<file path="config.mk">
export PLATFORM = sky130hd
export DESIGN_NAME = branch_flag_unit
export DESIGN_NICKNAME = d
export VERILOG_FILES = /design/src/rtl/flag_pkg.sv /design/src/rtl/cond_eval.sv /design/src/rtl/branch_flag_unit.sv
export SDC_FILE = /design/constraint.sdc
export NUM_CORES = 1
export LEC_CHECK = 0
export CAP_MARGIN = 20
export CORE_MARGIN = 1.5
export CORE_UTILIZATION = 30
export DETAILED_ROUTE_END_ITERATION = 10
export PLACE_DENSITY_LB_ADDON = 0.2
export SLEW_MARGIN = 10
export SYNTH_ARGS = -nofsm -noshare
export SYNTH_HDL_FRONTEND = slang
export SYNTH_HIERARCHICAL = 1
export SYNTH_SLANG_ARGS = --single-unit
</file>
<file path="constraint.sdc">
create_clock -name clk -period 2.25 [get_ports clk]
set_clock_uncertainty 0.15 [all_clocks]
set_input_delay 0.675 -clock clk [delete_from_list [all_inputs] [get_ports clk]]
set_output_delay 0.675 -clock clk [all_outputs]
set_load 0.01 [all_outputs]
</file>
<file path="src/rtl/flag_pkg.sv">
// ---------------------------------------------------------------------------
// flag_pkg
// Shared types for the ALU status-flag consumer logic.
//   flags_t   : architectural NZCV flags, packed {n,z,c,v} (n is the MSB)
//   br_kind_e : branch request type (B, B.cond, CBZ, CBNZ)
//   cond_e    : the 16 LEGv8 condition codes
//   state_e   : decision FSM states
// ---------------------------------------------------------------------------
package flag_pkg;

  typedef struct packed {
    logic n;
    logic z;
    logic c;
    logic v;
  } flags_t;

  typedef enum logic [1:0] {
    BR_B     = 2'd0,
    BR_BCOND = 2'd1,
    BR_CBZ   = 2'd2,
    BR_CBNZ  = 2'd3
  } br_kind_e;

  typedef enum logic [3:0] {
    COND_EQ = 4'h0,
    COND_NE = 4'h1,
    COND_HS = 4'h2,
    COND_LO = 4'h3,
    COND_MI = 4'h4,
    COND_PL = 4'h5,
    COND_VS = 4'h6,
    COND_VC = 4'h7,
    COND_HI = 4'h8,
    COND_LS = 4'h9,
    COND_GE = 4'hA,
    COND_LT = 4'hB,
    COND_GT = 4'hC,
    COND_LE = 4'hD,
    COND_AL = 4'hE,
    COND_NV = 4'hF
  } cond_e;

  typedef enum logic {
    S_IDLE    = 1'b0,
    S_RESOLVE = 1'b1
  } state_e;

endpackage : flag_pkg

</file>
<file path="src/rtl/cond_eval.sv">
// ---------------------------------------------------------------------------
// cond_eval
// Purely combinational LEGv8 condition-code evaluator. Reusable by any
// consumer of NZCV (branches, conditional select).
//   flags_i  : effective NZCV flags
//   cond_i   : condition code
//   result_o : 1 when the condition holds
// ---------------------------------------------------------------------------
module cond_eval
  import flag_pkg::*;
(
  input  flags_t flags_i,
  input  cond_e  cond_i,
  output logic   result_o
);

  logic n_eq_v;
  logic hi;
  logic gt;

  always_comb begin
    n_eq_v   = (flags_i.n == flags_i.v);
    hi       = flags_i.c & ~flags_i.z;
    gt       = ~flags_i.z & n_eq_v;
    result_o = 1'b0;
    unique case (cond_i)
      COND_EQ: result_o =  flags_i.z;
      COND_NE: result_o = ~flags_i.z;
      COND_HS: result_o =  flags_i.c;
      COND_LO: result_o = ~flags_i.c;
      COND_MI: result_o =  flags_i.n;
      COND_PL: result_o = ~flags_i.n;
      COND_VS: result_o =  flags_i.v;
      COND_VC: result_o = ~flags_i.v;
      COND_HI: result_o =  hi;
      COND_LS: result_o = ~hi;
      COND_GE: result_o =  n_eq_v;
      COND_LT: result_o = ~n_eq_v;
      COND_GT: result_o =  gt;
      COND_LE: result_o = ~gt;
      COND_AL: result_o = 1'b1;
      COND_NV: result_o = 1'b1;
      default: result_o = 1'b0;
    endcase
  end

endmodule : cond_eval

</file>
<file path="src/rtl/branch_flag_unit.sv">
// ---------------------------------------------------------------------------
// branch_flag_unit
// Latches ALU NZCV into the architectural flag register and resolves LEGv8
// branches (B, B.cond, CBZ, CBNZ), returning one registered decision per
// request one cycle later.
//   clk, reset_n       : clock, asynchronous active-low reset
//   alu_negative/zero/carry/overflow : live ALU flags
//   set_flags          : current instruction writes NZCV
//   br_valid, br_kind, br_cond : branch request
//   flush              : squash the request of this cycle
//   flags              : architectural {N,Z,C,V}
//   br_done, br_taken  : decision pulse and result
// ---------------------------------------------------------------------------
module branch_flag_unit
  import flag_pkg::*;
#(
  parameter int unsigned WIDTH = 64
) (
  input  logic       clk,
  input  logic       reset_n,
  input  logic       alu_negative,
  input  logic       alu_zero,
  input  logic       alu_carry,
  input  logic       alu_overflow,
  input  logic       set_flags,
  input  logic       br_valid,
  input  logic [1:0] br_kind,
  input  logic [3:0] br_cond,
  input  logic       flush,
  output logic [3:0] flags,
  output logic       br_done,
  output logic       br_taken
);

  // WIDTH only documents the ALU bus; zero detection arrives precomputed.
  if (WIDTH == 0) begin : g_width_unused
  end

  flags_t alu_flags;
  flags_t eff_flags;
  flags_t flags_d, flags_q;
  state_e state_d, state_q;
  logic   br_done_d, br_done_q;
  logic   br_taken_d, br_taken_q;
  logic   cond_true;
  logic   decision;
  logic   accept;

  cond_eval u_cond_eval (
    .flags_i  (eff_flags),
    .cond_i   (cond_e'(br_cond)),
    .result_o (cond_true)
  );

  always_comb begin
    alu_flags = '{n: alu_negative, z: alu_zero, c: alu_carry, v: alu_overflow};

    // Flag write is independent of flush.
    flags_d = flags_q;
    if (set_flags) flags_d = alu_flags;

    // Same-cycle flag writes are forwarded to the branch being evaluated.
    eff_flags = set_flags ? alu_flags : flags_q;

    decision = 1'b0;
    unique case (br_kind_e'(br_kind))
      BR_B:     decision = 1'b1;
      BR_BCOND: decision = cond_true;
      BR_CBZ:   decision = alu_zero;
      BR_CBNZ:  decision = ~alu_zero;
      default:  decision = 1'b0;
    endcase

    accept  = br_valid & ~flush;
    state_d = S_IDLE;
    unique case (state_q)
      S_IDLE:    state_d = accept ? S_RESOLVE : S_IDLE;
      S_RESOLVE: state_d = accept ? S_RESOLVE : S_IDLE;
      default:   state_d = S_IDLE;
    endcase

    br_done_d  = (state_d == S_RESOLVE);
    br_taken_d = (state_d == S_RESOLVE) & decision;
  end

  always_ff @(posedge clk or negedge reset_n) begin
    if (!reset_n) begin
      flags_q    <= '0;
      state_q    <= S_IDLE;
      br_done_q  <= 1'b0;
      br_taken_q <= 1'b0;
    end else begin
      flags_q    <= flags_d;
      state_q    <= state_d;
      br_done_q  <= br_done_d;
      br_taken_q <= br_taken_d;
    end
  end

  assign flags    = flags_q;
  assign br_done  = br_done_q;
  assign br_taken = br_taken_q;

endmodule : branch_flag_unit

</file>
==> metrics.md, run 1 <==
| Metric | Value |
|---|---|
| Status | `finished, violations left` |
| Failing checks | `negative setup slack` |
| RSZ-0062 raised after global routing | `yes` |
| Worst Hold End | `flags[3]` |
| GR Overflow Total | `0` |
| Via Count | `453` |
| Tightest Hold Check Type | `reg2reg` |
| Most used DFF post-synth | `dfrtp_1` |
| Fill cell count | `126` |
| Max-slew headroom | `80.3%` |
| Layout cells sized above 1 | `40.0%` |
| Hold wc startpoint | `flags[3]` |
| Final Cycle Share | `101%` |
| Core area | `1300 sq um` |
| Initial antenna violation count | `0` |
| Max H-tree Level | `1` |
| Slew @ Worst Pin | `295 ps` |
| Routed WL | `1110 um` |
| Final Instance Count excl. Fillers | `90` |
| Fin area | `782 sq um` |
| Routed length per instance | `12.3 um` |
| CTS tree | `done` |
| Fin crit period | `2280 ps` |
| Final setup viols | `1` |
| Std-Cell Rows | `13` |
| Max Cap Viol | `0` |
| DR pass1 iterations | `3` |
| DRC violations left | `0` |
| Lkg Pwr | `0.353 nW` |
| Post-synth EDFFs | `0` |
| Worst reg2reg path endpoint | `br_taken` |
| Seq cells post-synth | `6` |
| CP Launch Point | `set_flags` |
| Port Buffers | `20` |
| Sequential share of the synthesized area | `35.8%` |
| Die area | `1630 sq um` |
| Final Max Slew Viols | `0` |
| CTS Buffer Depth | `2` |
| Pwr dens | `458 nW/um^2` |
| Largest area contributor in the netlist | `dfrtp_1` |
| Top-area cell type share of the netlist area | `35.8%` |
| Hold slack final | `419 ps` |
| RR Startpoint | `flags[0]` |
| Synthesized instance count | `45` |
| Mapped Avg Cell Area | `9.31 sq um` |
| Top post-synthesis cells by count | `dfrtp_1 (6), mux2_2 (4), nand2_1 (4), nor2_1 (4), o21ai_0 (3)` |
| Setup ws final | `-26.7 ps` |
| Drt via density | `5.03` |
| Final ANT Viol Nets | `0` |
| N_diodes | `0` |
| Reg-to-reg setup timing slack | `180 ps` |
| Area grow syn2layout | `86.6%` |
| First-pass GRT wire length | `1710 um` |
| CP Max Fanout | `4` |
| Fin Setup TNS | `-26.7 ps` |
| Mapped cell area | `419 sq um` |
| Synth async-reset ratio | `100%` |
| Nets | `92` |
| Overall routing resource usage | `16.4%` |
| Worst skew pair latency | `230 ps` |
| Die height | `40.4 um` |
| Final HPWL DP | `830 um` |
| Io pins | `21` |
| WS Path Type | `in2reg` |
| Vias in the first global route | `433` |
| Synth unique cells | `24` |
| Placed Instances | `86` |
| CP startpoint kind | `input port` |
| Placed cell area | `712 sq um` |
| Die W | `40.4 um` |
| CTS buffer count | `3` |
| Initial Utilization | `32.2%` |
| RD Place Congestion | `0.756` |
| WP data required | `2230 ps` |
| Synth area leaders | `dfrtp_1 (36%), mux2_2 (11%), xor2_1 (4.2%)` |
| Root buffer cell | `clkbuf_4` |
| Critical path capture point type | `flop` |
| Initial DRC count | `1` |
| Arrival time worst endpoint | `2250 ps` |
| FMAX | `0.439 GHz` |
| Peak VDD IR | `0.180 mV` |
| Worst-path clk slew | `40 ps` |
| Cts hold-fix bufs | `0` |
| Ys Warns | `6` |
| Endpoints failing hold | `0` |
| Worst hold path depth | `1` |
| Largest net degree at the start of global routing | `10` |
| Reg2reg path depth | `8` |
| Most numerous cell in the Yosys netlist | `dfrtp_1` |
| Pwr Total | `0.358 mW` |
| Synthesized Nets | `60` |
| Clock sink total | `6` |
[area by class of cell]
class                      instances  area, sq um  share of cell area [%]
clock buffer                       3         22.5                    2.88
inverter                           2         7.51                   0.960
multi-input combinational         36          324                    41.4
sequential                         6          150                    19.2
tap                               15         18.8                    2.40
timing repair buffer              28          259                    33.1
[worst max-delay path, stage by stage]
cell	delay, ps
buf_8	110
mux2_4	330
xor2_2	160
or4b_1	490
nand2_1	70
nand2_1	60
o2111ai_2	80
nor3b_2	70
a2111oi_2	210
[power by group]
group	total [mW]	internal, mW	switching, mW
clock	0.0941	0.0600	0.0341
combinational	0.142	0.0832	0.0587
sequential	0.122	0.118	0.00425
[routing by layer]
layer	part of all wire, %	routed length, um	track usage (%)
met5	0	0	0
met4	0	0	15.0
met3	7.1	79	1.11
met2	54	592	28.2
met1	39	432	17.6
[registers in the layout, summed over array words and instances (netlist names)]
name,flops
br_done,1
br_taken,1
flags,4
[placed cells by master, fill, tap and decap left out, types with 2 or more instances in the layout]
cell,instances
a21oi_2,2
a31oi_1,2
buf_4,8
clkbuf_4,3
clkdlybuf4s50_1,13
dfrtp_1,6
dlygate4sd2_1,3
inv_1,2
mux2_4,4
nand2_1,4
nor2_1,3
o21ai_0,2
xor2_2,2
[repair_timing]
item / in CTS / in global routing
setup buffers: 1 / 0
pin swaps: 11 / 0
setup endpoints to repair: 1 / 1
resized for setup: 23 / 2
[through the flow]
| step | utilization (%) | setup slack [ps] |
|---|---|---|
| 6_report | 60.1 | -26.7 |
| 5_1_grt | 60.1 | -158 |
| 4_1_cts | 59.7 | -42.4 |
| 3_5_place_dp | 54.7 | -839 |
| 3_3_place_gp | 54.7 | -784 |
| 2_1_floorplan | - | -97.6 |
[worst max path at each step]
stage                to  slack, ps  cells after the start
5_1_grt        br_taken       -160                      9
4_1_cts        br_taken        -40                      9
2_1_floorplan  br_taken       -100                      8
3_5_place_dp   br_taken       -840                      9
6_report       br_taken        -30                      9
3_3_place_gp   br_taken       -780                      9
[cells by family (layout without fill, tap and decap cells)]
kind of cell,count (synthesis),in the layout,synth area share (%)
AOI/OAI and AO/OA,12,12,20.6
muxes,4,4,10.7
DFF,6,6,35.8
and+or+nand+nor,17,17,23.6
xor gates and xnor gates,3,3,6.27
buffers and inverters,3,33,2.98
No activity file was read; power rests on OpenSTA's default activity.
==> run 2, diff against run 1 <==
Clock period 2.25 ns to 2.4 ns, I/O delays scaled along.
==> metrics.md, run 2 (same netlist as run 1, synthesis figures left out) <==
| Metric | Value |
|---|---|
| Final HPWL DP | `863 um` |
| Slew @ Worst Pin | `341 ps` |
| Tightest Hold Check Type | `reg2reg` |
| Critical path cell sequence | `buf_8 > mux2_4 > xor2_2 > or3_4 > a21oi_2 > a31oi_1 > o2111ai_2 > nor3b_2 > a2111oi_2` |
| Reg-to-reg setup timing slack | `230 ps` |
| Initial Utilization | `32.2%` |
| Status | `finished, final reports clean` |
| CP Max Fanout | `4` |
| DRC violations left | `0` |
| DR pass1 iterations | `4` |
| Slowest CP cell | `or3_4` |
| Most common cell after layout, fill and taps aside | `clkdlybuf4s50_1` |
| Max H-tree Level | `1` |
| WP data required | `2370 ps` |
| Vias in the first global route | `441` |
| Clock sink total | `6` |
| Initial antenna violation count | `0` |
| Via Count | `454` |
| Final Max Slew Viols | `0` |
| Drt via density | `4.88` |
| Fin crit period | `2390 ps` |
| Flip-flop and latch area | `150 sq um` |
| Routed WL | `1130 um` |
| CTS tree | `done` |
| Worst-path clk slew | `50 ps` |
| Pwr dens | `433 nW/um^2` |
| Final Cycle Share | `99.6%` |
| Arrival time worst endpoint | `2370 ps` |
| Worst skew pair latency | `250 ps` |
| Die W | `40.4 um` |
| Max FFs per register | `4` |
| Die height | `40.4 um` |
| Overall routing resource usage | `17.4%` |
| Final setup viols | `0` |
| CP startpoint kind | `input port` |
| Hold slack final | `414 ps` |
| Std-Cell Rows | `13` |
| Io pins | `21` |
| Nets | `95` |
| Fill cell count | `120` |
| N_diodes | `0` |
| Most frequent cells in the layout | `clkdlybuf4s50_1 (13), buf_4 (10), dfrtp_1 (6), mux2_4 (4), nand2_1 (4)` |
| Core area | `1300 sq um` |
| CTS Buffer Depth | `2` |
| RD Place Congestion | `0.823` |
| Endpoints failing hold | `0` |
| Max Cap Viol | `0` |
| FMAX | `0.418 GHz` |
| Area of the multi-input gates | `317 sq um` |
| Pwr Total | `0.346 mW` |
| Initial DRC count | `5` |
| CTS buffer count | `3` |
| WP buf/inv | `1` |
| Area grow syn2layout | `90.7%` |
| GR Overflow Total | `0` |
| Lkg Pwr | `0.375 nW` |
| Routed length per instance | `12.2 um` |
| WS Path Type | `in2reg` |
| Max incr delay on CP | `380 ps` |
| Max-slew headroom | `77.3%` |
| Final ANT Viol Nets | `0` |
| Delay-heaviest family, CP | `compound AO/OA/AOI/OAI gates` |
| Layout cells sized above 1 | `42.3%` |
| Critical path capture point type | `flop` |
| First-pass GRT wire length | `1770 um` |
| RSZ-0062 raised after global routing | `yes` |
| Root buffer cell | `clkbuf_4` |
| Largest net degree at the start of global routing | `10` |
| Port Buffers | `20` |
| Peak VDD IR | `0.438 mV` |
| Die area | `1630 sq um` |
-- run 2: report_power, final --
| group | leakage, nW | switching (mW) | internal, mW |
|---|---|---|---|
| clock network | 0.0138 | 0.0364 | 0.0566 |
| registers | 0.0729 | 0.00410 | 0.110 |
| logic | 0.288 | 0.0556 | 0.0835 |
-- run 2: per-stage QoR --
step	setup slack [ps]	instance area (sq um)	utilization, %	instances	TNS, ps
6_report	9.11	800	61.4	93	0
3_3_place_gp	-710	708	54.4	87	-710
5_1_grt	-74.1	800	61.4	93	-74.1
4_1_cts	5.86	779	59.9	92	0
2_1_floorplan	2.29	434	-	45	0
3_5_place_dp	-742	708	54.4	87	-742
-- run 2: layer usage --
metal | routed length (um) | up-vias | global-route usage (%)
met5 | 0 | - | 0
met4 | 19 | 0 | 7.50
met3 | 59 | 2 | 6.67
met2 | 559 | 13 | 29.4
met1 | 495 | 209 | 19.1
li1 | - | 230 | -
-- run 2: path summary, 6_finish.rpt --
check / end / from / cells after the start
worst max-delay path: br_taken / set_flags / 9
worst min-delay path: flags[0] / flags[0] / 1
worst max register to register: br_taken / flags[3] / 8
worst min register to register: flags[0] / flags[0] / 1
max in group asynchronous: flags[1] / reset_n / 1
min in group asynchronous: flags[2] / reset_n / 1
-- run 2: what timing repair did --
item / CTS / global route
hold buffers: 0 / 0
resized for setup: 18 / 9
hold endpoints to repair: 0 / 0
setup endpoints to repair: 1 / 1
buffers inserted: 2 / 1
cloned: 0 / 0
pin swaps: 9 / 10
-- run 2: layout make-up --
cell class / count / share of cell area (%)
Inverter: 2 / 0.939
Clock buffer: 3 / 2.82
Sequential cell: 6 / 18.8
Multi-Input combinational cell: 36 / 39.6
Timing Repair Buffer: 31 / 35.5
Tap cell: 15 / 2.35
